File: config.mk
export PLATFORM = sky130hd
export DESIGN_NAME = store_merge_unit
export DESIGN_NICKNAME = d
export VERILOG_FILES = /design/src/rtl/store_merge_unit.sv
export SDC_FILE = /design/constraint.sdc
export NUM_CORES = 1
export LEC_CHECK = 0
export ABC_AREA = 1
export BUFFER_PORTS_ARGS = -buffer_cell sky130_fd_sc_hd__clkbuf_2
export CORE_ASPECT_RATIO = 0.9
export CORE_MARGIN = 2
export CORE_UTILIZATION = 46
export CTS_CLUSTER_SIZE = 16
export DETAILED_ROUTE_END_ITERATION = 7
export PLACE_DENSITY = 0.77
export SETUP_SLACK_MARGIN = 0.3
export SLEW_MARGIN = 20
export SYNTH_ARGS = -nofsm -noshare
export SYNTH_HDL_FRONTEND = slang
export SYNTH_SLANG_ARGS = --single-unit
File: constraint.sdc
create_clock -name clk -period 1.3 [get_ports clk]
set_input_delay 0.065 -clock clk [delete_from_list [all_inputs] [get_ports clk]]
set_output_delay 0.065 -clock clk [all_outputs]
set_load 0.1 [all_outputs]
File: src/rtl/store_merge_unit.sv
// store_merge_unit
//
// Store path into a word-only data memory that has no byte enables.
// A word store goes straight to a single write cycle. A byte store runs a
// read-modify-write: it reads the aligned word, replaces one byte lane with
// WriteData[7:0] and writes the merged word back.
//
// Request handshake: Start is the request valid and (state == IDLE), the
// inverse of Busy, is the ready. A request transfers on a rising edge where
// Start=1 and the unit is idle. Start seen while Busy is dropped, not queued.
//
// Ports
//   clk        system clock; all state updates on the rising edge
//   reset      synchronous, active-high reset
//   Start      store request, sampled only in IDLE
//   Addr       byte address; [1:0] selects the byte lane
//   WriteData  store data; byte stores use [7:0]
//   DataType   1 = word store, 0 = byte store
//   MemRData   memory read data, valid the cycle after MemRE
//   MemAddr    word-aligned memory address (zero when no access)
//   MemWData   word written to memory (zero outside WRITE)
//   MemRE      memory read strobe
//   MemWE      memory write strobe
//   Busy       high whenever the unit is not IDLE
//   Done       one-cycle completion pulse
//   AlignErr   pulses with Done for a word store with Addr[1:0] != 0
//   dbg_state  current FSM state, for observation only
module store_merge_unit #(
  parameter int ADDR_WIDTH = 32
) (
  input  logic                  clk,
  input  logic                  reset,
  input  logic                  Start,
  input  logic [ADDR_WIDTH-1:0] Addr,
  input  logic [31:0]           WriteData,
  input  logic                  DataType,
  input  logic [31:0]           MemRData,
  output logic [ADDR_WIDTH-1:0] MemAddr,
  output logic [31:0]           MemWData,
  output logic                  MemRE,
  output logic                  MemWE,
  output logic                  Busy,
  output logic                  Done,
  output logic                  AlignErr,
  output logic [2:0]            dbg_state
);

  typedef enum logic [2:0] {
    IDLE  = 3'd0,
    READ  = 3'd1,
    MERGE = 3'd2,
    WRITE = 3'd3,
    DONE  = 3'd4
  } state_t;

  state_t state, state_next;

  // Request registers, loaded only when a request is accepted in IDLE.
  logic [ADDR_WIDTH-1:0] addr_q;
  logic [31:0]           wdata_q;
  logic                  dtype_q;
  logic                  misalign_q;
  logic [31:0]           merge_q;

  logic [31:0]           merged;
  logic [ADDR_WIDTH-1:0] aligned_addr;

  // Word stores ignore the low address bits entirely: always aligned.
  assign aligned_addr = {addr_q[ADDR_WIDTH-1:2], 2'b00};

  // Byte-lane replacement on the word returned by the READ cycle.
  always_comb begin
    merged = MemRData;
    case (addr_q[1:0])
      2'b00:   merged[7:0]   = wdata_q[7:0];
      2'b01:   merged[15:8]  = wdata_q[7:0];
      2'b10:   merged[23:16] = wdata_q[7:0];
      default: merged[31:24] = wdata_q[7:0];
    endcase
  end

  always_ff @(posedge clk) begin
    if (reset) begin
      state      <= IDLE;
      addr_q     <= '0;
      wdata_q    <= '0;
      dtype_q    <= 1'b0;
      misalign_q <= 1'b0;
      merge_q    <= '0;
    end else begin
      state <= state_next;
      if (state == IDLE && Start) begin
        addr_q     <= Addr;
        wdata_q    <= WriteData;
        dtype_q    <= DataType;
        misalign_q <= DataType & (|Addr[1:0]);
      end
      // MemRData is valid in MERGE, one cycle after the READ strobe.
      if (state == MERGE) begin
        merge_q <= merged;
      end
    end
  end

  always_comb begin
    state_next = state;
    case (state)
      IDLE: begin
        if (Start) begin
          state_next = DataType ? WRITE : READ;
        end
      end
      READ:    state_next = MERGE;
      MERGE:   state_next = WRITE;
      WRITE:   state_next = DONE;
      DONE:    state_next = IDLE;
      default: state_next = IDLE;
    endcase
  end

  // Outputs depend only on state and the request registers, so no input
  // has a combinational path to any output.
  always_comb begin
    MemAddr  = '0;
    MemWData = '0;
    MemRE    = 1'b0;
    MemWE    = 1'b0;
    Done     = 1'b0;
    AlignErr = 1'b0;
    case (state)
      READ: begin
        MemRE   = 1'b1;
        MemAddr = aligned_addr;
      end
      WRITE: begin
        MemWE    = 1'b1;
        MemAddr  = aligned_addr;
        MemWData = dtype_q ? wdata_q : merge_q;
      end
      DONE: begin
        Done     = 1'b1;
        AlignErr = misalign_q;
      end
      default: ;
    endcase
  end

  assign Busy      = (state != IDLE);
  assign dbg_state = state;

endmodule

==> results of run 1 <==
## what timing repair did
item	in CTS
setup buffers	35
pin swaps	74
hold buffers	59
hold endpoints to repair	59
gates cloned	23
setup endpoints to repair	170
resized for setup	287
## Yosys cell counts (2+ instances only)
library cell	number	share of area (%)
a21oi_1	66	6.6
buf_2	18	1.8
buf_4	8	1.2
buf_6	5	1.1
clkbuf_1	22	1.7
dfxtp_1	101	40
inv_1	87	6.5
inv_2	3	0.23
mux2_2	32	7.2
nand2_1	153	11
nand3_1	67	6.7
nor2_1	132	9.9
nor2_2	2	0.25
nor3_1	10	1.0
o21ai_0	31	3.1
o21ai_1	3	0.30
## logic make-up after synthesis
kind of cell | share of synthesized area, %
AOI/OAI and AO/OA | 10.0
other | 0.0749
DFF | 40.4
muxes | 7.20
buffers and inverters | 12.6
and+or+nand+nor | 29.7
## per-stage QoR
step / cells / setup TNS [ns] / cell area (um2)
floorplan: 746 / -31.15 / 5460
global placement: 1024 / -1.98 / 7470
detailed placement: 1024 / -2.71 / 7470
CTS: 1157 / -35.21 / 10200
==> flow_summary.toml, run 1 <==
[status]
run_status = "stopped before the end"
stop_stage = "global routing (5_1_grt)"
stop_error = "[ERROR DPL-0038] Utilization greater than 100%, impossible to legalize"

[synth]
netlist_area_um2 = 5000
yosys_warnings = 0
synth_edf_count = 0
ys.flop_type = "dfxtp_1"
ys_ff_latch = 101
synth-seq-area-share_pct = 40.4
ys_async_sr_fraction_pct = 0
synth.distinct_cells = 21
avgSynthCellArea_um2 = 6.72
synth_cells = 745

[clocking]
cts.sinks = 101
clock-root-buffer = "clkbuf_16"
cts_buffers = 9
clockBufferDepth = 2
htree_levels = 3

[floorplan]
die_y_um = 103
num_io_pins = 172
rows = 36
fp.dieW_um = 114
start_util_pct = 46.7

[timing]
worstEpCategory = "output port"
grt-worst-endpoint = "MemWData[2]"

[placement]
pre_cts_ws_ns = -0.118
io_buffers = 169
place_congestion = 0.816
dp_hpwl_um = 10900

[grt]
grt_max_degree = 32
==> inputs of run 2 (changes only) <==
Settings changed: CORE_ASPECT_RATIO 0.9 to unset, CORE_UTILIZATION 46 to 31, CTS_CLUSTER_SIZE 16 to unset, PLACE_DENSITY 0.77 to unset, PLACE_DENSITY_LB_ADDON set to 0.15, SETUP_SLACK_MARGIN 0.3 to unset.
Clock period 1.3 ns to 1.7 ns, I/O delays scaled along.
==> flow_summary.toml, run 2 <==
[status]
run_status = "finished with violations"
violations = "negative setup slack"

[flow_run]
cap_violations = 0

[placement]
dp_cells = 1092
dp_hpwl_um = 10800
io_buffers = 169
place_congestion = 0.799

[final_layout]
drive_gt1_share_pct = 36.7
largest_registers = "addr_q x32, merge_q x32, wdata_q x32"
final_net_count = 1059
mostFrequentLayoutCell = "nand2_1"
insertedDiodeCount = 0
mostFrequentLayoutCells = "nand2_1 (120), clkbuf_2 (102), nor2_1 (99)"
fin_cells = 1180
area_growth_syn_to_layout_pct = 77.9

[drt]
route.detailed.drc = 0
wirelength_um = 17000
drt-vias-per-instance = 4.54
num_vias = 5359
wl_per_cell_um = 14.4
drtIter0Drc = 317
antenna_left = 0
dr.pass1.iters = 4

[floorplan]
die_area_um2 = 17200
coreArea_um2 = 15800
start_util_pct = 31.6
die_y_um = 131
num_io_pins = 172
fp.dieW_um = 131
rows = 46

[synth]
avgSynthCellArea_um2 = 6.72
ys_async_sr_fraction_pct = 0
ys_ff_latch = 101
yosysTopAreaCell = "dfxtp_1"
synth.distinct_cells = 21
synth.most_common_cell = "nand2_1"
yosys_warnings = 0
synth_edf_count = 0
netlist_area_um2 = 5000
ys.flop_type = "dfxtp_1"
synth_top_area_share_pct = 40.4
ys_top_cells_by_area = "dfxtp_1 (40%), nand2_1 (11%), nor2_1 (9.9%)"
synth-seq-area-share_pct = 40.4
ys_top_cells_by_count = "nand2_1 (153), nor2_1 (132), dfxtp_1 (101)"
synth_cells = 745

[critical_path]
crit_arrival_ns = 1.66
worst-setup-path-type = "reg -> out"
crit_path_end_kind = "output pin"
cp.required_ns = 1.62
start_kind = "register"
cp_max_fo = 8

[clocking]
path_clk_slew_ns = 0.06
cts_buffers = 9
cts_tree = "done"
clockBufferDepth = 2
htree_levels = 3
worstSkewPairLatency_ns = 0.35
cts.sinks = 101
clock-root-buffer = "clkbuf_16"

[timing]
fmax_ghz = 0.573
whs_ns = 0.00882
finalHoldViolCount = 0
max_slew_margin_pct = 63.0
worstMarginPinSlew_ns = 0.557
grt_setup_unrepaired = "true"
fin_crit_ns = 1.75
finalCritPeriodShare_pct = 103
slew_viol_final = 0
fin_ws_ns = -0.0456
clock_skew_ns = 0.0106
setup_violations = 16

[grt]
grt_pass1_vias = 5059
grt_pass1_wl_um = 26200
grt-ovfl-total = 0
antenna_found_initial = 0
grt_max_degree = 68
grt_usage_pct = 19.8

[hold_path]
min_path_type = "in -> reg"

[power]
ir_drop_uv = 543
cellLeakagePower_nw = 3.91
power_density_nw_per_um2 = 810
run 2: cell counts after synthesis:
No cell type changed its count.
run 2: logic make-up after synthesis:
family	count (synthesis)	synth area share (%)
buffers and inverters	144	12.6
AND/OR/NAND/NOR	367	29.7
other	1	0.0749
multiplexers	32	7.20
flip-flops	101	40.4
AO/OA/AOI/OAI	100	10.0
run 2: routing by layer:
layer  vias up  track usage [%]  share of wire, %
met2       130             33.2                48
met3        19             6.11               6.3
met5         -                0                 0
met4         0             5.07               1.6
li1       2748                -                 -
met1      2462             24.8                44
run 2: layout make-up:
cell class	count	area, um2
Inverter	90	460
Sequential cell	101	2040
Clock inverter	7	81.3
Tap cell	216	270
Timing Repair Buffer	256	2860
Fill cell	1485	6930
Multi-Input combinational cell	501	2970
Clock buffer	9	225
run 2: timing repair:
item,in CTS,in global routing
setup endpoints to repair,32,33
gates resized for setup,102,4
endpoints found under the hold margin,61,0
buffers inserted,4,4
hold buffers,61,0
pin swaps,1,5
cloned,3,2
run 2: worst paths after layout:
path                            slack [ns]                  endpoint                      start  cells past startpoint
worst max-delay path                 -0.05              MemWData[21]       dtype_q$_SDFFE_PP0P_                      6
worst min-delay path                 0.009  wdata_q[25]$_SDFFE_PP0P_              WriteData[25]                      3
worst max register to register        0.31   merge_q[9]$_SDFFE_PP0P_  dbg_state[0]$_SDFFE_PP0P_                      7
worst min register to register        0.46   addr_q[13]$_SDFFE_PP0P_    addr_q[13]$_SDFFE_PP0P_                      2
run 2: metrics by stage:
step / utilization (%) / setup WS (ns) / instance area, um2 / power [W] / TNS, ns
floorplan: - / -0.294 / 5420 / 0.00414 / -0.395
global placement: 46.8 / 0.263 / 7410 / 0.00476 / 0
detailed placement: 46.8 / 0.250 / 7410 / 0.00477 / 0
CTS: 55.9 / -0.0550 / 8840 / 0.00728 / -1.48
global route: 56.2 / -0.103 / 8900 / 0.00759 / -2.20
finish: 56.2 / -0.0456 / 8900 / 0.00721 / -0.588
run 2: where the power goes:
group	leakage, nW	switching (W)	internal [W]
Combinational	2.94	0.00141	0.000926
Sequential	0.830	0.000144	0.00260
Clock	0.140	0.000972	0.00116
Total	3.91	0.00253	0.00468
run 2: worst max-delay path: stages (launching register included):
cell and delay, ns:
dfxtp_4 0.40, buf_12 0.13, buf_16 0.14, mux2_4 0.32, nand2_4 0.06, clkinvlp_4 0.09, buf_12 0.17
(Power assumes the default switching activity.)
==> inputs of run 3 (changes only) <==
Settings changed: TNS_END_PERCENT set to 20.
==> flow_summary.toml, run 3 (synthesis gave the netlist of run 2 again) <==
[status]
run_status = "finished with violations"
violations = "negative setup slack"

[power]
total_power_w = 0.00709
ir_drop_uv = 513
power_density_nw_per_um2 = 827
cellLeakagePower_nw = 3.50

[critical_path]
ff2ff_path_depth = 7
cp.required_ns = 1.62
r2r_start = "dbg_state[0]$_SDFFE_PP0P_"
crit_path_top_delay_cell = "dfxtp_4"
crit_arrival_ns = 1.63
r2r_setup_slack_ns = 0.29
crit_buf_inv = 3
cpMostUsedCell = "buf_12"
crit_chain = "buf_12, mux2_2, nand2_2, clkinvlp_4, buf_12"
critPathMaxStageDelay_ns = 0.42
worst-setup-path-type = "reg -> out"
cp_max_fo = 10
crit_path_end_kind = "output pin"
cp.depth = 5
timing.rr.end = "merge_q[29]$_SDFFE_PP0P_"
start_kind = "register"
timing.critical_path.max_delay_family = "buffers and inverters"

[timing]
fmax_ghz = 0.583
setup_violations = 7
slew_viol_final = 0
finalHoldViolCount = 0
max_slew_margin_pct = 60.9
worstMarginPinSlew_ns = 0.587
fin_crit_ns = 1.72
finalCritPeriodShare_pct = 101
grt_setup_unrepaired = "true"
clock_skew_ns = 0.0116
fin_ws_ns = -0.0156

[final_layout]
insertedDiodeCount = 0
mostFrequentLayoutCells = "nand2_1 (121), clkbuf_2 (102), nor2_1 (99)"
area_growth_syn_to_layout_pct = 71.3
final_util_pct = 54.2
drive_gt1_share_pct = 36.3
mostFrequentLayoutCell = "nand2_1"
largest_registers = "addr_q x32, merge_q x32, wdata_q x32"
final_net_count = 1057
fin_cells = 1178
fin_area_um2 = 8570

[hold_path]
whs_endpoint = "wdata_q[21]$_SDFFE_PP0P_"
hp-start = "WriteData[21]"
min_path_type = "in -> reg"
hold_path_depth = 3

[drt]
dr.pass1.iters = 5
wirelength_um = 17000
antenna_left = 0
drtIter0Drc = 365
route.detailed.drc = 0
num_vias = 5312
drt-vias-per-instance = 4.51
wl_per_cell_um = 14.4

[clocking]
htree_levels = 3
path_clk_slew_ns = 0.07
cts_buffers = 9
cts.sinks = 101
clockBufferDepth = 2
worstSkewPairLatency_ns = 0.36
clock-root-buffer = "clkbuf_16"
cts_tree = "done"

[floorplan]
start_util_pct = 31.6
num_io_pins = 172
coreArea_um2 = 15800
rows = 46
die_area_um2 = 17200
fp.dieW_um = 131
die_y_um = 131

[placement]
io_buffers = 169
dp_cells = 1094
placed_area_um2 = 7390
dp_hpwl_um = 11100
place_congestion = 0.832

[grt]
grt-ovfl-total = 0
grt_pass1_vias = 5045
antenna_found_initial = 0
grt_pass1_wl_um = 26400
grt_max_degree = 55
grt_usage_pct = 20.1

[flow_run]
cap_violations = 0
-- run 3: cell types whose count changed in the layout (fill, tap and decap cells not counted), sizes merged --
| cell | before | now |
|---|---|---|
| clkinvlp | 35 | 31 |
| dlygate4sd3 | 61 | 63 |
| clkbuf | 113 | 112 |
| buf | 91 | 88 |
| inv | 60 | 64 |
-- run 3: area by class of cell --
class                           instances  area (um2)
Sequential cell                       101        2040
Clock buffer                            9         225
Inverter                               90         449
Clock inverter                          7        82.6
Timing Repair Buffer                  254        2770
Multi-Input combinational cell        501        2740
Fill cell                            1552        7260
Tap cell                              216         270
-- run 3: tightest hold or removal path: cells and delay by family --
kind                   cells  cell delay (ns)
AOI/OAI and AO/OA          1             0.06
and+or+nand+nor            1             0.09
buffers and inverters      1             0.08
-- run 3: how the worst max path moves through the flow --
stage | start | to | slack (ns)
global placement | dbg_state[0]$_SDFFE_PP0P_ | merge_q[29]$_SDFFE_PP0P_ | 0.30
CTS | dtype_q$_SDFFE_PP0P_ | MemWData[30] | -0.07
global route | dtype_q$_SDFFE_PP0P_ | MemWData[12] | -0.08
detailed placement | dtype_q$_SDFFE_PP0P_ | MemWData[30] | 0.29
finish | dtype_q$_SDFFE_PP0P_ | MemWData[12] | -0.02
floorplan | dbg_state[2]$_SDFFE_PP0P_ | AlignErr | -0.29
-- run 3: timing repair --
action | in CTS | in global routing
endpoints found under the hold margin | 63 | 0
buffers inserted | 1 | 1
resized for setup | 22 | 29
endpoints found under the setup margin | 31 | 33
gates cloned | 2 | 1
hold buffers | 63 | 0
-- run 3: where the power goes --
group | leakage (nW) | switching (W) | internal, W
combinational | 2.52 | 0.00136 | 0.000830
clock | 0.145 | 0.00100 | 0.00117
sequential | 0.830 | 0.000142 | 0.00259
-- run 3: routing by layer --
metal  track usage, %  vias to the layer above  share of wire, %
li1                 -                     2743                 -
met5                0                        -                 0
met3             5.86                       31               6.3
met2             31.3                      148                47
met1             26.2                     2390                44
met4             7.95                        0               2.5
-- run 3: metrics by stage --
stage          TNS, ns  setup WS, ns  hold slack [ns]
2_1_floorplan    -1.91        -0.294            0.245
3_3_place_gp         0         0.299            0.337
3_5_place_dp         0         0.293            0.342
4_1_cts          -1.26       -0.0669         0.000870
5_1_grt          -1.39       -0.0794           0.0215
6_report       -0.0613       -0.0156           0.0154
